## config.mk

```make
export PLATFORM = sky130hd
export DESIGN_NAME = instr_reg_sched
export DESIGN_NICKNAME = d
export VERILOG_FILES = /design/src/rtl/instr_register_pkg.sv /design/src/rtl/rr_arb2.sv /design/src/rtl/instr_reg_sched.sv
export SDC_FILE = /design/constraint.sdc
export NUM_CORES = 1
export LEC_CHECK = 0
export ABC_AREA = 1
export CORE_AREA = 8 8 124 126
export CTS_CLUSTER_SIZE = 16
export DETAILED_ROUTE_END_ITERATION = 12
export DIE_AREA = 0 0 132 134
export DONT_BUFFER_PORTS = 1
export HOLD_SLACK_MARGIN = 0.08
export PLACE_DENSITY = 0.6
export SLEW_MARGIN = 20
export SYNTH_ARGS = -nofsm -noshare
export SYNTH_HDL_FRONTEND = slang
export SYNTH_SLANG_ARGS = --single-unit
```

## constraint.sdc

```tcl
create_clock -name clk -period 2.5 [get_ports clk]
set_clock_uncertainty 0.05 [all_clocks]
set_input_delay 0.25 -clock clk [delete_from_list [all_inputs] [get_ports clk]]
set_output_delay 0.25 -clock clk [all_outputs]
set_load 0.02 [all_outputs]
```

## src/rtl/instr_register_pkg.sv

```systemverilog
`default_nettype none
// ============================================================================
// Module      : instr_register_pkg
// Description : Shared types for the instruction register and its scheduler.
// Revision    : 1.0 - initial release
// ============================================================================
package instr_register_pkg;

    localparam int DEPTH = 32;
    localparam int AW    = $clog2(DEPTH);

    typedef enum logic [3:0] {
        ZERO  = 4'd0,
        PASSA = 4'd1,
        PASSB = 4'd2,
        ADD   = 4'd3,
        SUB   = 4'd4,
        MULT  = 4'd5,
        DIV   = 4'd6,
        MOD   = 4'd7
    } opcode_t;

    typedef logic signed [31:0] operand_t;
    typedef logic [AW-1:0]      address_t;

    typedef struct packed {
        opcode_t  opc;
        operand_t op_a;
        operand_t op_b;
    } instruction_t;

    typedef enum logic [0:0] {
        INIT = 1'b0,
        RUN  = 1'b1
    } sched_state_t;

endpackage
`default_nettype wire

```

## src/rtl/rr_arb2.sv

```systemverilog
`default_nettype none
// ============================================================================
// Module      : rr_arb2
// Description : Two-way round-robin arbiter; rr_last names the previous winner.
// Revision    : 1.0 - initial release
// ============================================================================
module rr_arb2 (
    input  logic [1:0] valid,
    input  logic       rr_last,
    output logic [1:0] grant
);

    always_comb begin
        grant = 2'b00;
        case (valid)
            2'b01:   grant = 2'b01;
            2'b10:   grant = 2'b10;
            2'b11:   grant = rr_last ? 2'b01 : 2'b10;
            default: grant = 2'b00;
        endcase
    end

endmodule
`default_nettype wire

```

## src/rtl/instr_reg_sched.sv

```systemverilog
`default_nettype none
// ============================================================================
// Module      : instr_reg_sched
// Description : Runs the instruction register as a circular queue with two
//               round-robin producers, one in-order consumer and a zero sweep.
// Revision    : 1.0 - initial release
// ============================================================================
module instr_reg_sched
    import instr_register_pkg::*;
#(
    parameter int DEPTH = instr_register_pkg::DEPTH,
    parameter int AW    = instr_register_pkg::AW
) (
    input  logic          clk,
    input  logic          reset,
    input  logic          flush,
    input  logic          req0_valid,
    input  opcode_t       req0_opcode,
    input  operand_t      req0_operand_a,
    input  operand_t      req0_operand_b,
    output logic          req0_ready,
    input  logic          req1_valid,
    input  opcode_t       req1_opcode,
    input  operand_t      req1_operand_a,
    input  operand_t      req1_operand_b,
    output logic          req1_ready,
    output logic          rd_valid,
    input  logic          rd_ready,
    output logic          load_en,
    output logic [AW-1:0] write_pointer,
    output logic [AW-1:0] read_pointer,
    output opcode_t       opcode,
    output operand_t      operand_a,
    output operand_t      operand_b,
    output logic [AW:0]   count,
    output logic          busy
);

    localparam logic [AW:0]   c_full     = (AW+1)'(DEPTH);
    localparam logic [AW-1:0] c_last_idx = AW'(DEPTH - 1);

    sched_state_t  r_state;
    sched_state_t  w_state_next;
    logic [AW-1:0] r_sweep_idx;
    logic [AW-1:0] r_head;
    logic [AW-1:0] r_tail;
    logic [AW:0]   r_count;
    logic          r_rr_last;
    instruction_t  r_hold;

    logic          w_run_ok;
    logic          w_full;
    logic [1:0]    w_arb_valid;
    logic [1:0]    w_grant;
    logic          w_wr;
    logic          w_rd;
    instruction_t  w_req0;
    instruction_t  w_req1;
    instruction_t  w_wdata;
    instruction_t  w_bus;

    // A flush cycle takes no traffic on either side.
    assign w_run_ok    = (r_state == RUN) && !flush;
    assign w_full      = (r_count == c_full);
    assign w_arb_valid = {req1_valid, req0_valid} & {2{w_run_ok && !w_full}};

    rr_arb2 u_arb (
        .valid   (w_arb_valid),
        .rr_last (r_rr_last),
        .grant   (w_grant)
    );

    assign w_req0  = '{opc: req0_opcode, op_a: req0_operand_a, op_b: req0_operand_b};
    assign w_req1  = '{opc: req1_opcode, op_a: req1_operand_a, op_b: req1_operand_b};
    assign w_wr    = |w_grant;
    assign w_rd    = w_run_ok && (r_count != '0) && rd_ready;
    assign w_wdata = w_grant[1] ? w_req1 : w_req0;

    always_ff @(posedge clk) begin
        if (reset) begin
            r_state     <= INIT;
            r_sweep_idx <= '0;
            r_head      <= '0;
            r_tail      <= '0;
            r_count     <= '0;
            r_rr_last   <= 1'b1;
            r_hold      <= '0;
        end else begin
            r_state <= w_state_next;
            if (flush) begin
                r_sweep_idx <= '0;
                r_head      <= '0;
                r_tail      <= '0;
                r_count     <= '0;
            end else if (r_state == INIT) begin
                r_sweep_idx <= r_sweep_idx + AW'(1);
                r_hold      <= '0;
            end else begin
                if (w_wr) begin
                    r_tail    <= r_tail + AW'(1);
                    r_rr_last <= w_grant[1];
                    r_hold    <= w_wdata;
                end
                if (w_rd) begin
                    r_head <= r_head + AW'(1);
                end
                case ({w_wr, w_rd})
                    2'b10:   r_count <= r_count + (AW+1)'(1);
                    2'b01:   r_count <= r_count - (AW+1)'(1);
                    default: r_count <= r_count;
                endcase
            end
        end
    end

    always_comb begin
        w_state_next = r_state;
        case (r_state)
            INIT:    w_state_next = (!flush && r_sweep_idx == c_last_idx) ? RUN : INIT;
            RUN:     w_state_next = flush ? INIT : RUN;
            default: w_state_next = INIT;
        endcase
    end

    // Idle cycles in RUN keep the last written word on the bus.
    always_comb begin
        busy          = (r_state == INIT);
        load_en       = (r_state == INIT) || w_wr;
        write_pointer = (r_state == INIT) ? r_sweep_idx : r_tail;
        read_pointer  = r_head;
        rd_valid      = (r_state == RUN) && (r_count != '0);
        req0_ready    = w_grant[0];
        req1_ready    = w_grant[1];
        count         = r_count;
        w_bus         = r_hold;
        if (r_state == INIT) begin
            w_bus = '0;
        end else if (w_wr) begin
            w_bus = w_wdata;
        end
        opcode    = w_bus.opc;
        operand_a = w_bus.op_a;
        operand_b = w_bus.op_b;
    end

endmodule
`default_nettype wire

```

==> out/qor.csv, run 1 <==
metric,value,unit
io_buffers,0,
min_period,2.342,ns
antenna_found_initial,0,
firstDrtPassIters,4,
power_switching,730.0,uW
grt_pass1_vias,5416,
grt_max_degree,88,
layout_common_cells,"213 x nand2_1, 168 x inv_1, 155 x nor2_1",
io_pins,231,
register_area,1826,sq um
final_util,48.73,%
min_to,r_hold[56]$_SDFFE_PP0N_,
synth.net_count,1152,
ant_nets,0,
htreeDepth,3,
core_area,13500,sq um
final_common_cell,nand2_1,
combinationalPowerShare,8.4,%
reg2reg_slack,0.17,ns
worstMarginPinSlew,0.9227,ns
swShare,23.51,%
gr-total-overflow,0,
die_w,132,um
post_cts_buffers,0,
vias_per_cell,5.016,
drt_iter0_drc,265,
worst-path-max-fanout,35,
startpoint,count[1]$_SDFFE_PP0P_,
netlist_area,5926,sq um
fin_crit_sh,93.68,%
hold-path-cell-count,4,
start_util,43.88,%
yosysSeqAreaShare,30.74,%
die_height,134,um
maxSlewHeadroom,38.49,%
place_congestion,0.8083,
p_seq_share,49.4,%
setup_viol,0,
worstSetupPathType,reg -> out,
status,"complete, no violations",
power_frac_clock,42.2,%
cp.required,2.20,ns
syn_avg_cell_area,5.908,sq um
reg2reg_from,count[2]$_SDFFE_PP0P_,
route.detailed.drc,0,
yosysUniqueCellTypes,25,
r2r_end,count[4]$_SDFFE_PP0P_,
hold_class,in -> reg,
drive_gt1_share,7.943,%
max_freq,427.0,MHz
grt_pass1_wl,25810,um
ys_ff_latch,91,
row_count,43,
rsz0062_at_grt,yes,
wl_per_cell,13.88,um
cts_buffer_depth,2,
cts_tree,built,
multiInputGateArea,3276,sq um
ir_worst_vdd,296.8,uV
max_cap_violations,0,
rr_worst_depth,12,
dp_hpwl,11190,um
areaGrowthSynthToFinish,11.04,%
hp-start,req1_operand_a[24],
finalHoldViolCount,0,
vias,5829,
finalNetCount,1127,
clk_latency,0.34,ns
leakagePower,3.882,nW
die_area,17690,sq um
clkTransAtPathRegs,0.06,ns
routed_wl,16130,um
numCtsBuffers,9,
cp-start-kind,register,
cp-end-kind,output port,
grt_usage,17.44,%
root_buffer,clkbuf_16,
cellPowerDensity,471.8,nW/um^2
arrival,2.04,ns
worst_slack,0.1581,ns
cts.sinks,91,
tns,0,ns
dp_slack,0.09263,ns
synth-warning-count,0,
netlist_instances,1003,
n_antenna_cell,0,
report.final.slew_viol_count,0,
fill_cells,1452,
intPower,2.375,mW
## metrics by stage
step	hold WS, ns	std cells	instance area [sq um]	total power, mW
3_5_place_dp	0.3234	1145	6127	1.806
6_report	0.1435	1162	6580	3.105
4_1_cts	0.1360	1161	6435	3.154
5_1_grt	0.1643	1162	6580	3.268
2_1_floorplan	0.3926	1003	5928	1.777
3_3_place_gp	0.3207	1145	6127	1.802
## power by group through the flow
stage               clock [mW]  combinational (mW)  sequential [mW]
floorplan                    0               0.218             1.56
global placement             0               0.238             1.56
detailed placement           0               0.241             1.57
CTS                       1.36               0.265             1.53
global route              1.42               0.313             1.54
finish                    1.31               0.262             1.53
## cell usage after synthesis (all sizes together)
cell    instances  area share, %
nand4           3           0.32
inv           171             11
o211ai         69            8.8
o21ai          21            1.8
nor3            6           0.51
buf            33            3.0
a211oi          1           0.13
nor2          158             10
xor2            3           0.44
nand2         239             15
or2             1           0.11
ha              7            1.5
dfxtp          91             31
a211o           1           0.15
a21oi          21            2.0
xnor2           3           0.44
clkbuf         30            1.9
nand3         145             12
## state kept, by name, summed over array words and instances (netlist names)
register and count:
count 6, r_hold 68, r_rr_last 1, r_state 1, r_sweep_idx 5, r_tail 5
read_pointer 5
## timing repair
item,CTS,global route
setup endpoints to repair,1,69
resized for setup,1,40
cloned,0,1
pin swaps,0,4
hold buffers,1,0
endpoints found under the hold margin,69,0
## critical path: stages (launching register included)
cell	delay [ns]
dfxtp_1	0.39
nor2_4	0.05
nand4_1	0.18
buf_4	0.17
nand2_1	0.09
a21oi_4	0.20
buf_12	0.21
o211ai_1	0.13
nand2_1	0.15
buf_6	0.14
## per-layer routing
layer | track usage, % | up-vias | wire length, um
met4 | 5.169 | 0 | 167
met1 | 20.60 | 2558 | 7076
met5 | 0 | - | 0
met3 | 4.862 | 11 | 1146
met2 | 30.14 | 157 | 7735
li1 | - | 3103 | -
## cells by family (layout without fill, tap and decap cells)
family | after synthesis | after routing | synth area share (%)
xor gates and xnor gates | 6 | 6 | 0.8870
buffers and inverters | 234 | 213 | 15.69
adders and majority gates | 7 | 7 | 1.478
and+or+nand+nor | 552 | 552 | 38.37
DFF | 91 | 91 | 30.74
AOI/OAI and AO/OA | 113 | 113 | 12.84
## final cells by class
cell class	instances	area share [%]
timing repair buffer	27	5.058
tap	180	3.423
multi-input combinational	678	49.78
clock inverter	3	0.6085
inverter	171	9.793
sequential	91	27.74
clock buffer	12	3.594
## how the worst max path moves through the flow
stage	slack [ns]	endpoint	cells after the start
detailed placement	0.09	count[4]$_SDFFE_PP0P_	14
finish	0.16	operand_b[19]	9
floorplan	0.02	count[4]$_SDFFE_PP0P_	14
global route	-0.02	count[4]$_SDFFE_PP0P_	14
global placement	0.14	count[4]$_SDFFE_PP0P_	14
CTS	0.03	operand_b[19]	7
Power figures use the tool's default switching activity.
==> inputs of run 2 (changes only) <==
- CELL_PAD_IN_SITES_DETAIL_PLACEMENT: not set -> 0
- CELL_PAD_IN_SITES_GLOBAL_PLACEMENT: not set -> 2
- CORE_AREA: 8 8 124 126 -> 8 8 155 157
- DIE_AREA: 0 0 132 134 -> 0 0 163 165
- PLACE_DENSITY: 0.6 -> 0.74
- SLEW_MARGIN: 20 -> 0
==> out/qor.csv, run 2 (synthesis results as in run 1) <==
metric,value,unit,change
routed_wl,19610,um,+22%
grt_pass1_vias,5729,,+5.8%
hp-start,req1_operand_b[6],,
hold_class,in -> reg,,
vias_per_cell,4.686,,-6.6%
status,"complete, no violations",,
start_util,27.58,%,-16 points
wl_per_cell,15.48,um,+12%
n_antenna_cell,0,,unchanged
reg2reg_slack,0.21,ns,+0.04 ns
max_cap_violations,0,,unchanged
r2r_end,count[4]$_SDFFE_PP0P_,,
leakagePower,3.904,nW,+0.57%
cp.required,2.20,ns,about the same
max_freq,417.1,MHz,-2.3%
arrival,2.10,ns,+0.06 ns
finalNetCount,1134,,+0.62%
die_height,165,um,+23%
hold-path-cell-count,4,,unchanged
areaGrowthSynthToFinish,13.91,%,
worstSetupPathType,reg -> out,,
die_area,26900,sq um,+52%
grt_usage,13.57,%,-3.9 points
fin_crit_sh,95.91,%,+2.2 points
rr_worst_depth,14,,+2
ant_nets,0,,unchanged
cp-start-kind,register,,
drt_iter0_drc,300,,+13%
cellPowerDensity,461.6,nW/um^2,-2.2%
finalPower,3.116,mW,+0.37%
met3_usage,3.789,%,-1.1 points
reg2reg_from,count[0]$_SDFFE_PP0P_,,
met1_usage,16.44,%,-4.2 points
min_to,r_hold[6]$_SDFFE_PP0N_,,
drive_gt1_share,8.409,%,+0.47 points
dp_hpwl,12390,um,+11%
ir_worst_vdd,245.4,uV,-17%
place_congestion,0.7504,,-7.2%
cts_buffer_depth,2,,unchanged
firstDrtPassIters,5,,+1
io_buffers,0,,unchanged
layout_common_cells,"213 x nand2_1, 169 x inv_1, 156 x nor2_1",,
die_w,163,um,+23%
worst-path-max-fanout,75,,+110%
row_count,54,,+26%
final_common_cell,nand2_1,,
io_pins,231,,unchanged
root_buffer,clkbuf_16,,
htreeDepth,3,,unchanged
worstMarginPinSlew,0.9874,ns,+0.06467 ns
cts.sinks,91,,unchanged
antenna_found_initial,0,,unchanged
grt_pass1_wl,29720,um,+15%
route.detailed.drc,0,,unchanged
clkTransAtPathRegs,0.07,ns,about the same
finalHoldViolCount,0,,unchanged
report.final.slew_viol_count,0,,unchanged
vias,5937,,+1.9%
numCtsBuffers,9,,unchanged
gr-total-overflow,0,,unchanged
core_area,21490,sq um,+59%
min_period,2.398,ns,+0.05576 ns
final_util,31.42,%,-17 points
largest_register_ffs,68,,unchanged
cts_tree,built,,
met2_usage,22.88,%,-7.3 points
cp-end-kind,output port,,
regMostFlops,r_hold,,
grt_busiest_layer,met2,,
rsz0062_at_grt,yes,,
clk_latency,0.34,ns,about the same
setup_viol,0,,unchanged
fill_cells,2401,,+65%
grt_max_degree,137,,+56%
maxSlewHeadroom,34.18,%,-4.3 points
[run 2: changes by cell type in the layout (fill, tap and decap cells not counted), sizes merged]
| cell | change |
|---|---|
| buf | +7 |
| clkbuf | -2 |
| clkinv | -1 |
| clkinvlp | +1 |
[run 2: timing repair]
| action | in CTS | in global routing |
|---|---|---|
| endpoints found under the setup margin | 0 | 72 |
| endpoints found under the hold margin | 69 | 0 |
| buffers inserted | 0 | 2 |
| hold buffers | 1 | 0 |
| gates resized for setup | 0 | 35 |
[run 2: critical path: stages (launching register included)]
cell and delay, ns:
dfxtp_2 0.32, nor2_1 0.15, nand4_1 0.21, o211ai_4 0.12
buf_4 0.17, buf_16 0.27, nand3_1 0.17, nand2_1 0.26
[run 2: stage by stage]
stage,instance area (sq um),TNS (ns),hold slack [ns],cells,setup WS (ns)
after global routing,6750,-0.05370,0.1421,1267,-0.02022
final,6750,0,0.1419,1267,0.1023
after floorplan,5928,0,0.3926,1003,0.02427
after global placement,6290,0,0.3284,1248,0.2377
after CTS,6589,0,0.1248,1262,0.003668
after detailed placement,6290,0,0.3307,1248,0.1627
[run 2: worst max-delay path by stage]
stage                          startpoint                    end  cells after the start
floorplan           count[4]$_SDFFE_PP0P_  count[4]$_SDFFE_PP0P_                     14
global placement    count[0]$_SDFFE_PP0P_  count[4]$_SDFFE_PP0P_                     14
detailed placement  count[0]$_SDFFE_PP0P_  count[4]$_SDFFE_PP0P_                     14
CTS                 count[4]$_SDFFE_PP0P_          operand_b[19]                      9
global route        count[0]$_SDFFE_PP0P_          operand_a[17]                      8
finish              count[0]$_SDFFE_PP0P_           operand_b[4]                      7
[run 2: layer usage]
layer	vias to the layer above	part of all wire [%]
li1	3112	-
met4	0	1.3
met1	2636	45
met5	-	0
met2	176	47
met3	13	6.7
[run 2: cell type report]
class                   count  area [sq um]  share of cell area [%]
clock inverters             3         42.54                  0.6302
flip-flops and latches     91          1827                   27.06
multi-input cells         678          3271                   48.45
clock buffers              10         229.0                   3.392
inverters                 171         644.4                   9.546
well taps                 280         350.3                   5.190
repair buffers             34         386.6                   5.728
[run 2: power by group]
part / internal [mW] / switching (mW) / leakage, nW / total (mW)
Sequential: 1.50 / 0.0276 / 0.747 / 1.53
Clock: 0.758 / 0.562 / 0.130 / 1.32
Combinational: 0.0987 / 0.166 / 3.03 / 0.265
